**src/rtl/fetch_unit_if.sv**
```systemverilog
// Fetch-unit bus: instruction-memory request/ack, decode-side valid/ready and branch redirect.
// The master modport is the fetch unit side; the slave modport is memory/decode/branch side.
interface fetch_unit_if;
    logic        redirect;
    logic [31:0] redirect_pc;
    logic        imem_req;
    logic [31:0] imem_addr;
    logic        imem_ack;
    logic [31:0] imem_rdata;
    logic        instr_valid;
    logic [31:0] instr;
    logic [31:0] instr_pc;
    logic        instr_ready;

    modport master (
        input  redirect, redirect_pc,
        output imem_req, imem_addr,
        input  imem_ack, imem_rdata,
        output instr_valid, instr, instr_pc,
        input  instr_ready
    );

    modport slave (
        output redirect, redirect_pc,
        input  imem_req, imem_addr,
        output imem_ack, imem_rdata,
        input  instr_valid, instr, instr_pc,
        output instr_ready
    );
endinterface

```
**src/rtl/fetch_unit.sv**
```systemverilog
// Instruction fetch front-end: single-outstanding imem reads feeding a prefetch FIFO, with redirect flush.
// Define FETCH_STATS_EN to add saturating stat_fetched / stat_flushed counters.
module fetch_unit #(
    parameter logic [31:0] RESET_PC   = 32'h0000_0000,
    parameter int unsigned FIFO_DEPTH = 4
) (
    input  logic         clk,
    input  logic         rst_n,
    fetch_unit_if.master bus
`ifdef FETCH_STATS_EN
    ,
    output logic [31:0]  stat_fetched,
    output logic [31:0]  stat_flushed
`endif
);
    localparam int unsigned PTR_W = $clog2(FIFO_DEPTH);
    localparam int unsigned CNT_W = PTR_W + 1;
    localparam logic [CNT_W-1:0] DEPTH_C = CNT_W'(FIFO_DEPTH);

    typedef enum logic [1:0] {
        FS_IDLE,
        FS_BUSY,
        FS_DROP
    } fetchState_e;

    fetchState_e      state, stateNext;
    logic [31:0]      fetchPc, reqAddr, redirTarget;
    logic [CNT_W-1:0] count;
    logic [PTR_W-1:0] headPtr, tailPtr;
    logic [31:0]      fifoWord [FIFO_DEPTH];
    logic [31:0]      fifoPc   [FIFO_DEPTH];
    logic             imemReq, ackFire, push, pop, notEmpty, instrValid;
    logic [31:0]      imemAddr;

    always_ff @(posedge clk or negedge rst_n) begin
        if (!rst_n) state <= FS_IDLE;
        else        state <= stateNext;
    end

    always_comb begin
        stateNext = state;
        unique case (state)
            FS_IDLE: if (imemReq && !bus.imem_ack) stateNext = bus.redirect ? FS_DROP : FS_BUSY;
            FS_BUSY: begin
                if (bus.imem_ack)     stateNext = FS_IDLE;
                else if (bus.redirect) stateNext = FS_DROP;
            end
            FS_DROP: if (bus.imem_ack) stateNext = FS_IDLE;
            default: stateNext = FS_IDLE;
        endcase
    end

    // Gating the idle request with rst_n keeps imem_req low for the whole reset interval.
    always_comb begin
        imemReq  = 1'b0;
        imemAddr = '0;
        unique case (state)
            FS_IDLE: begin
                if (rst_n && count < DEPTH_C) begin
                    imemReq  = 1'b1;
                    imemAddr = fetchPc;
                end
            end
            FS_BUSY, FS_DROP: begin
                imemReq  = 1'b1;
                imemAddr = reqAddr;
            end
            default: ;
        endcase
    end

    assign ackFire     = bus.imem_ack & imemReq;
    assign push        = ackFire & (state != FS_DROP) & ~bus.redirect;
    assign notEmpty    = (count != '0);
    assign instrValid  = notEmpty & ~bus.redirect;
    assign pop         = instrValid & bus.instr_ready;
    assign redirTarget = bus.redirect_pc & ~32'h3;

    always_ff @(posedge clk or negedge rst_n) begin
        if (!rst_n) begin
            fetchPc <= RESET_PC;
            reqAddr <= '0;
            count   <= '0;
            headPtr <= '0;
            tailPtr <= '0;
        end else begin
            if (state == FS_IDLE && imemReq) reqAddr <= fetchPc;
            if (bus.redirect) begin
                fetchPc <= redirTarget;
                count   <= '0;
                headPtr <= '0;
                tailPtr <= '0;
            end else begin
                if (push) begin
                    fetchPc <= fetchPc + 32'd4;
                    tailPtr <= tailPtr + PTR_W'(1);
                end
                if (pop) headPtr <= headPtr + PTR_W'(1);
                count <= count + CNT_W'(push) - CNT_W'(pop);
            end
        end
    end

    always_ff @(posedge clk) begin
        if (push) begin
            fifoWord[tailPtr] <= bus.imem_rdata;
            fifoPc[tailPtr]   <= imemAddr;
        end
    end

    assign bus.imem_req    = imemReq;
    assign bus.imem_addr   = imemAddr;
    assign bus.instr_valid = instrValid;
    assign bus.instr       = notEmpty ? fifoWord[headPtr] : '0;
    assign bus.instr_pc    = notEmpty ? fifoPc[headPtr]   : '0;

`ifdef FETCH_STATS_EN
    logic        dropAck;
    logic [32:0] flushSum;

    // An ack that is not pushed is either a dropped wrong-path return or lands in the redirect cycle.
    assign dropAck  = ackFire & ~push;
    assign flushSum = {1'b0, stat_flushed} + 33'(bus.redirect ? count : '0) + 33'(dropAck);

    always_ff @(posedge clk or negedge rst_n) begin
        if (!rst_n) begin
            stat_fetched <= '0;
            stat_flushed <= '0;
        end else begin
            if (push && stat_fetched != '1) stat_fetched <= stat_fetched + 32'd1;
            stat_flushed <= flushSum[32] ? '1 : flushSum[31:0];
        end
    end
`endif
endmodule
```
**src/flat_wrapper.sv**
```systemverilog
// flat-port wrapper written by rule: the top's interface ports become plain ports
module fetch_unit_flat 
#(
    parameter logic [31:0] RESET_PC   = 32'h0000_0000,
    parameter int unsigned FIFO_DEPTH = 4
)
  (clk, rst_n, bus_redirect, bus_redirect_pc, bus_imem_req, bus_imem_addr, bus_imem_ack, bus_imem_rdata, bus_instr_valid, bus_instr, bus_instr_pc, bus_instr_ready);
  fetch_unit_if bus_i ();
  input  logic clk;
  input  logic rst_n;
  input wire logic [$bits(bus_i.redirect)-1:0] bus_redirect;
  input wire logic [$bits(bus_i.redirect_pc)-1:0] bus_redirect_pc;
  output wire logic [$bits(bus_i.imem_req)-1:0] bus_imem_req;
  output wire logic [$bits(bus_i.imem_addr)-1:0] bus_imem_addr;
  input wire logic [$bits(bus_i.imem_ack)-1:0] bus_imem_ack;
  input wire logic [$bits(bus_i.imem_rdata)-1:0] bus_imem_rdata;
  output wire logic [$bits(bus_i.instr_valid)-1:0] bus_instr_valid;
  output wire logic [$bits(bus_i.instr)-1:0] bus_instr;
  output wire logic [$bits(bus_i.instr_pc)-1:0] bus_instr_pc;
  input wire logic [$bits(bus_i.instr_ready)-1:0] bus_instr_ready;
  assign bus_i.redirect = bus_redirect;
  assign bus_i.redirect_pc = bus_redirect_pc;
  assign bus_imem_req = bus_i.imem_req;
  assign bus_imem_addr = bus_i.imem_addr;
  assign bus_i.imem_ack = bus_imem_ack;
  assign bus_i.imem_rdata = bus_imem_rdata;
  assign bus_instr_valid = bus_i.instr_valid;
  assign bus_instr = bus_i.instr;
  assign bus_instr_pc = bus_i.instr_pc;
  assign bus_i.instr_ready = bus_instr_ready;
  fetch_unit #(.RESET_PC(RESET_PC), .FIFO_DEPTH(FIFO_DEPTH)) u_core (.clk(clk), .rst_n(rst_n), .bus(bus_i));
endmodule
```
**config.mk**
```make
export PLATFORM = sky130hd
export DESIGN_NAME = fetch_unit_flat
export DESIGN_NICKNAME = d
export VERILOG_FILES = /design/src/rtl/fetch_unit_if.sv /design/src/rtl/fetch_unit.sv /design/src/flat_wrapper.sv
export SDC_FILE = /design/constraint.sdc
export NUM_CORES = 1
export LEC_CHECK = 0
export ABC_AREA = 1
export ABC_CLOCK_PERIOD_IN_PS = 13000
export CORE_MARGIN = 1.5
export CORE_UTILIZATION = 39
export DETAILED_ROUTE_END_ITERATION = 7
export SYNTH_ARGS = -nofsm -noshare
export SYNTH_HDL_FRONTEND = slang
export SYNTH_SLANG_ARGS = --single-unit
```
**constraint.sdc**
```tcl
create_clock -name clk -period 13 [get_ports clk]
set_clock_uncertainty 0.1 [all_clocks]
set_input_delay 3.9 -clock clk [delete_from_list [all_inputs] [get_ports clk]]
set_output_delay 3.9 -clock clk [all_outputs]
set_load 0.1 [all_outputs]
```
==> results.cfg, run 1 <==
[detailed_routing]
dr_wl_met3_mm = 2.15
vias_per_cell = 5.16
drtPass1Iterations = 5
dr.first_iter.drc_count = 989
drc = 0
dr_total_vias = 10300
finalWirelength_mm = 36.7
wl_per_cell_um = 18.3
routed-wl-met2_mm = 16.8
ant_nets = 0
dr.max_layer_used = met4
wl_met1_mm = 16.9

[critical_path]
cp_max_fo = 75
required_ns = 9.00
setup.worst_path.start_class = primary input
critPathKind = primary input to primary output
end_kind = primary output
worstPathArrival_ns = 6.70

[job]
max-cap-violations = 0

[final_layout]
fin_util_pct = 48.5
antenna_cells = 0
stdcell_count = 2006
area_growth_pct = 22.2
nets = 1600
drive_gt1_share_pct = 6.28

[clock_network]
cts_max_level = 2
cts_setup_buffers = 0
cts_buffer_depth = 3
ctsHoldBuffers = 0
clk-insertion-delay-late_ns = 0.52
clk_pin_slew_ns = 0.06
root_buffer = clkbuf_16
cts_buffers = 35
clock_sinks = 321
cts_tree = yes
post_cts_resized = 0

[grt]
grt.total_usage_pct = 19.6
grt_max_degree = 99
antenna_found_initial = 0
grt_pass1_wl_mm = 57.9
grt_pass1_vias = 10200
overflow = 0

[synthesis]
post_synth.cell_area_avg_um2 = 10.2
ys_ff_latch = 321
synthesis.area_um2 = 14100
yosys_warnings = 0
yosysSeqAreaShare_pct = 65.8
synthCells = 1383
synth_cell_type_count = 32

[timing]
tns_ns = 0
period_needed_ns = 10.70
setup_viol = 0
drv_slew = 0
fin_crit_sh_pct = 82.3
relSlewSlack_pct = 23.4
fmax_mhz = 93.5
tightestPinTransition_ns = 1.15
rsz0062_at_grt = no
hold_viol = 0

[place]
port_buffers = 162
dp.cells = 1943
gp_congestion = 0.878
dp_hpwl_mm = 21.7

[floorplanning]
initial_core_util_pct = 39.7
die_h_um = 193
core_area_um2 = 35600
num_io_pins = 167
die-area_um2 = 37400
fp-row-count = 69
die_w_um = 193

[hold_path]
hold_path.class = register to register

[status]
outcome = finished clean
kinds of logic (layout without fill, tap and decap cells):
| logic type | count (synthesis) | count (layout) | share of synthesized area [%] |
|---|---|---|---|
| AOI/OAI and AO/OA | 270 | 270 | 9.74 |
| xor gates and xnor gates | 12 | 12 | 0.744 |
| adders and majority gates | 12 | 12 | 1.12 |
| buffers and inverters | 139 | 296 | 4.16 |
| DFF | 321 | 321 | 65.8 |
| other | 1 | 6 | 0.0266 |
| and+or+nand+nor | 628 | 628 | 18.4 |
worst paths after layout:
kind / start / end / slack (ns) / cells past startpoint
worst max-delay path: rst_n / bus_imem_addr[19] / 2.30 / 5
worst min-delay path: u_core.reqAddr[15] / u_core.reqAddr[15] / 0.37 / 2
worst max register to register: u_core.state[0] / u_core.fifoWord[2][0] / 8.46 / 10
worst min register to register: u_core.reqAddr[15] / u_core.reqAddr[15] / 0.37 / 2
max in group asynchronous: rst_n / u_core.reqAddr[21] / 8.64 / 2
min in group asynchronous: rst_n / u_core.reqAddr[13] / 3.40 / 1
registers in the layout (all words and copies together), names as in the netlist:
name,cells
u_core.fifoWord,128
u_core.tailPtr,2
u_core.headPtr,2
u_core.fetchPc,30
u_core.count,3
u_core.reqAddr,30
u_core.state,2
u_core.fifoPc,124
per-layer routing:
metal / vias to the layer above / GRT usage, %
li1: 4990 / -
met1: 4970 / 27.8
met2: 328 / 31.0
met3: 58 / 3.35
met4: 0 / 5.46
met5: - / 0
cell usage after synthesis:
cell type	count	share of area, %
o21ai_0	148	5.2
nor2_4	6	0.48
nor2_2	7	0.31
or2_2	2	0.089
nor3_1	1	0.035
dfrtp_1	69	12
o21ai_1	13	0.46
edfxtp_1	252	54
buf_1	9	0.24
fa_1	1	0.14
nand4_1	30	1.3
buf_2	31	1.1
a22oi_1	1	0.053
o211ai_1	7	0.37
xor2_1	10	0.62
xnor2_1	2	0.12
a21oi_1	98	3.5
nand2_1	219	5.8
nand3_2	1	0.071
inv_2	7	0.19
nand3_1	50	1.8
nand2_2	4	0.18
nand2_4	2	0.16
and2_1	1	0.044
o22ai_1	2	0.089
clkbuf_1	36	0.96
nor2_1	305	8.1
conb_1	1	0.027
a31oi_1	1	0.044
ha_1	11	0.97
buf_4	7	0.37
inv_1	49	1.3
worst max-delay path, cell delays in order:
cell             delay [ns]
buf_4                  0.65
buf_4                  0.34
nand4_1                0.11
a21oi_1                0.39
clkdlybuf4s50_1        1.22
layout by cell type, fill, tap and decap left out, drive strengths merged:
cell type and n:
edfxtp 252, nand4 30, nor3 1, a22oi 1, xor2 10, or2 2
o211ai 7, clkinv 13, o21ai 161, clkinvlp 2, buf 16, nand2 225
bufinv 4, fa 1, clkbuf 47, o22ai 2, nand3 51, clkdlybuf4s50 161
conb 6, a21oi 98, a31oi 1, ha 11, dfrtp 69, xnor2 2
and2 1, inv 53, nor2 318
cell type report:
class	count	area, um^2
clock inverter	16	174
fill	3246	18300
inverter	56	214
timing repair buffer	177	1730
sequential	321	9300
multi-input combinational	928	4290
tap	461	577
clock buffer	47	973
metrics by stage:
| step | area, um^2 | hold slack, ns | setup slack [ns] |
|---|---|---|---|
| 5_1_grt | 17300 | 0.397 | 2.03 |
| 3_5_place_dp | 16100 | 0.359 | 2.24 |
| 2_1_floorplan | 14100 | 0.342 | 3.15 |
| 6_report | 17300 | 0.373 | 2.30 |
| 3_3_place_gp | 16100 | 0.355 | 2.26 |
| 4_1_cts | 17300 | 0.373 | 2.24 |
Power of run 1 is left out: the tool's default activity adds up to more than one toggle a clock period on the data nets, which glitch-free logic cannot reach.
==> run 2: changes to the inputs <==
Settings changed: ABC_CLOCK_PERIOD_IN_PS 13000 to 9850.
Clock period 13 ns to 9.85 ns, I/O delays scaled along.
==> run 2 against run 1 <==
Final cell count up 0.30%. Sequential share of layout area about the same. Highest routed layer unchanged. Largest cell class unchanged. Via count down 0.43%. Die area unchanged. Critical path depth unchanged. First-iteration DRC count down 25%.
==> results.cfg, run 2 (same netlist as run 1, synthesis figures left out) <==
[status]
outcome = finished clean

[final_layout]
antenna_cells = 0
final_common_cell = nor2_1
top_regs = u_core.fifoWord x128, u_core.fifoPc x124
largest_register = u_core.fifoWord
nets = 1603
drive_gt1_share_pct = 6.58
final_cell_mix = nor2_1, edfxtp_1, nand2_1, clkdlybuf4s50_1, o21ai_0
area_growth_pct = 22.2
largest_reg_flops = 128

[timing]
fin_ws_ns = 1.31
period_needed_ns = 8.54
drv_slew = 0
whs_ns = 0.376
setup_viol = 0
tns_ns = 0
tightestPinTransition_ns = 1.11
hold_viol = 0
relSlewSlack_pct = 25.5
rsz0062_at_grt = no
fin_crit_sh_pct = 86.7
fmax_mhz = 117

[detailed_routing]
drc = 0
ant_nets = 0
wl_per_cell_um = 18.0
finalWirelength_mm = 36.2
dr.first_iter.drc_count = 740
vias_per_cell = 5.12
dr_total_vias = 10300
drtPass1Iterations = 5

[critical_path]
critPathKind = primary input to primary output
r2r_start = u_core.state[0]
required_ns = 6.80
cp_max_fo = 44
cp-startpoint = rst_n
worstPathArrival_ns = 5.49
end_kind = primary output
setup.worst_path.start_class = primary input

[clock_network]
cts_tree = yes
clock_sinks = 321
root_buffer = clkbuf_16
clk-insertion-delay-late_ns = 0.51
post_cts_resized = 0
cts_buffer_depth = 3
cts_max_level = 2
ctsHoldBuffers = 0
clk_pin_slew_ns = 0.06
cts_setup_buffers = 0
cts_buffers = 37

[place]
pre_cts_ws_ns = 1.28
gp_congestion = 0.875
port_buffers = 162
dp_hpwl_mm = 21.6

[floorplanning]
fp-row-count = 69
num_io_pins = 167
die_w_um = 193
die_h_um = 193
initial_core_util_pct = 39.7
die-area_um2 = 37400
core_area_um2 = 35600

[grt]
overflow = 0
grt.total_usage_pct = 19.3
grt_max_degree = 83
antenna_found_initial = 0
grt_pass1_wl_mm = 57.0
grt_pass1_vias = 10100

[hold_path]
hold_start = u_core.reqAddr[13]
hold_path.class = register to register

[job]
max-cap-violations = 0
[run 2: final timing paths]
path	to	slack, ns	cells after the start
setup / recovery	bus_imem_addr[31]	1.31	5
hold / removal	u_core.reqAddr[13]	0.38	2
setup reg to reg	u_core.fifoPc[0][9]	5.23	9
hold reg to reg	u_core.reqAddr[13]	0.38	2
max in group asynchronous	u_core.reqAddr[18]	6.83	2
min in group asynchronous	u_core.fetchPc[18]	2.27	1
[run 2: per-stage QoR]
stage	instances	instance area [um^2]	utilization (%)
2_1_floorplan	1388	14100	-
3_3_place_gp	1944	16100	45.3
3_5_place_dp	1944	16100	45.3
4_1_cts	2012	17300	48.5
5_1_grt	2012	17300	48.5
6_report	2012	17300	48.5
[run 2: area by class of cell]
class	count	area (um^2)
Inverter	56	213
Multi-Input combinational cell	928	4290
Clock buffer	56	1050
Clock inverter	12	85.1
Sequential cell	321	9300
Tap cell	461	577
Timing Repair Buffer	178	1750
Fill cell	3298	18300
[run 2: critical path: stages]
cell and delay, ns:
buf_4 0.33, buf_12 0.29, nand4_1 0.12, a21oi_1 0.51, clkdlybuf4s50_1 1.25
[run 2: routing by layer]
metal	up-vias	GRT usage (%)	part of all wire, %
met2	308	30.9	47
li1	4989	-	-
met5	-	0	0
met3	38	3.28	5.5
met1	4967	27.4	46
met4	0	4.59	1.6
Power of run 2 is left out for the same reason.
==> run 3: changes to the inputs <==
Settings changed: GPL_TIMING_DRIVEN set to 0, SETUP_SLACK_MARGIN set to 0.1.
==> run 3 against run 2 <==
Sequential cell count is the same. Global-route usage grew 1.0 points. Sequential share of layout area shrank 1.3 points. Worst hold slack lost 0.0034 ns. Critical endpoint unchanged.
==> results.cfg, run 3 (same netlist as run 1, synthesis figures left out) <==
[grt]
grt_pass1_vias = 10400
overflow = 0
grt.total_usage_pct = 20.3
grt_pass1_wl_mm = 59.1
antenna_found_initial = 0
grt_max_degree = 53

[critical_path]
setup.worst_path.start_class = primary input
required_ns = 6.80
regToRegEndpoint = u_core.fifoWord[2][3]
cp_max_fo = 52
critPathKind = primary input to primary output
endpoint = bus_imem_addr[31]
end_kind = primary output
r2r_start = u_core.state[1]
worstPathArrival_ns = 6.07
cp-startpoint = rst_n
reg2regPathDepth = 11
reg2reg_setup_slack_ns = 6.69

[detailed_routing]
drc = 0
dr_total_vias = 10600
ant_nets = 0
drtPass1Iterations = 5
dr.first_iter.drc_count = 812
wl_per_cell_um = 18.5
finalWirelength_mm = 38.5
vias_per_cell = 5.09

[floorplanning]
initial_core_util_pct = 39.7
die_h_um = 193
fp-row-count = 69
num_io_pins = 167
die_w_um = 193
core_area_um2 = 35600
die-area_um2 = 37400

[final_layout]
area_growth_pct = 25.2
fin_area_um2 = 17700
stdcell_count = 2085
final_cell_mix = nor2_1, edfxtp_1, nand2_1, clkdlybuf4s50_1, o21ai_0
nets = 1678
final_common_cell = nor2_1
fin_util_pct = 49.7
antenna_cells = 0
largest_register = u_core.fifoWord
top_regs = u_core.fifoWord x128, u_core.fifoPc x124
drive_gt1_share_pct = 7.94
largest_reg_flops = 128

[timing]
hold_viol = 0
fin_crit_sh_pct = 92.6
tightestPinTransition_ns = 1.10
rsz0062_at_grt = no
period_needed_ns = 9.12
whs_ns = 0.372
fmax_mhz = 110
relSlewSlack_pct = 26.5
setup_viol = 0
drv_slew = 0

[clock_network]
ctsHoldBuffers = 0
clock_sinks = 321
cts_setup_buffers = 0
clk-insertion-delay-late_ns = 0.51
clk_pin_slew_ns = 0.06
cts_buffer_depth = 3
cts_max_level = 2
post_cts_resized = 0
root_buffer = clkbuf_16
cts_buffers = 36
cts_tree = yes

[job]
max-cap-violations = 0

[hold_path]
hold_path.class = register to register

[place]
place_area_um2 = 16600
dp.cells = 2020
port_buffers = 162
gp_congestion = 0.899
dp_hpwl_mm = 26.8

[status]
outcome = finished clean
## run 3: worst min path at each step
| stage | start | end | slack [ns] | cells after the start |
|---|---|---|---|---|
| detailed placement | u_core.reqAddr[3] | u_core.reqAddr[3] | 0.36 | 2 |
| floorplan | u_core.reqAddr[11] | u_core.reqAddr[11] | 0.34 | 2 |
| global placement | u_core.reqAddr[15] | u_core.reqAddr[15] | 0.35 | 2 |
| global route | u_core.reqAddr[14] | u_core.reqAddr[14] | 0.40 | 2 |
| CTS | u_core.reqAddr[3] | u_core.reqAddr[3] | 0.37 | 2 |
| finish | u_core.reqAddr[12] | u_core.reqAddr[12] | 0.37 | 2 |
## run 3: cell type report
cell class / count / area (um^2)
plain buffers: 83 / 377
clock buffers: 42 / 923
clock inverters: 23 / 194
fillers: 3345 / 17900
inverters: 56 / 210
multi-input cells: 928 / 4290
flip-flops and latches: 321 / 9290
well taps: 461 / 577
repair buffers: 171 / 1820
## run 3: critical path, stage by stage
cell and delay [ns]:
buf_4 0.29, buf_16 0.30, clkbuf_1 0.43, nand4_1 0.15
a21oi_1 0.64, clkdlybuf4s50_1 1.27
## run 3: metrics by stage
step	setup TNS, ns	setup WS [ns]
after floorplan	0	1.89
after global placement	-604.11	-2.31
after detailed placement	0	0.783
after CTS	0	0.771
after global routing	0	0.642
final	0	0.728
## run 3: routing by layer
metal / wire (um) / vias up / global-route usage, %
met5: 0 / - / 0
met4: 1000 / 0 / 6.29
met3: 1880 / 68 / 2.77
met2: 18500 / 334 / 34.1
met1: 17200 / 5069 / 27.4
li1: - / 5146 / -
Power of run 3 is left out for the same reason.
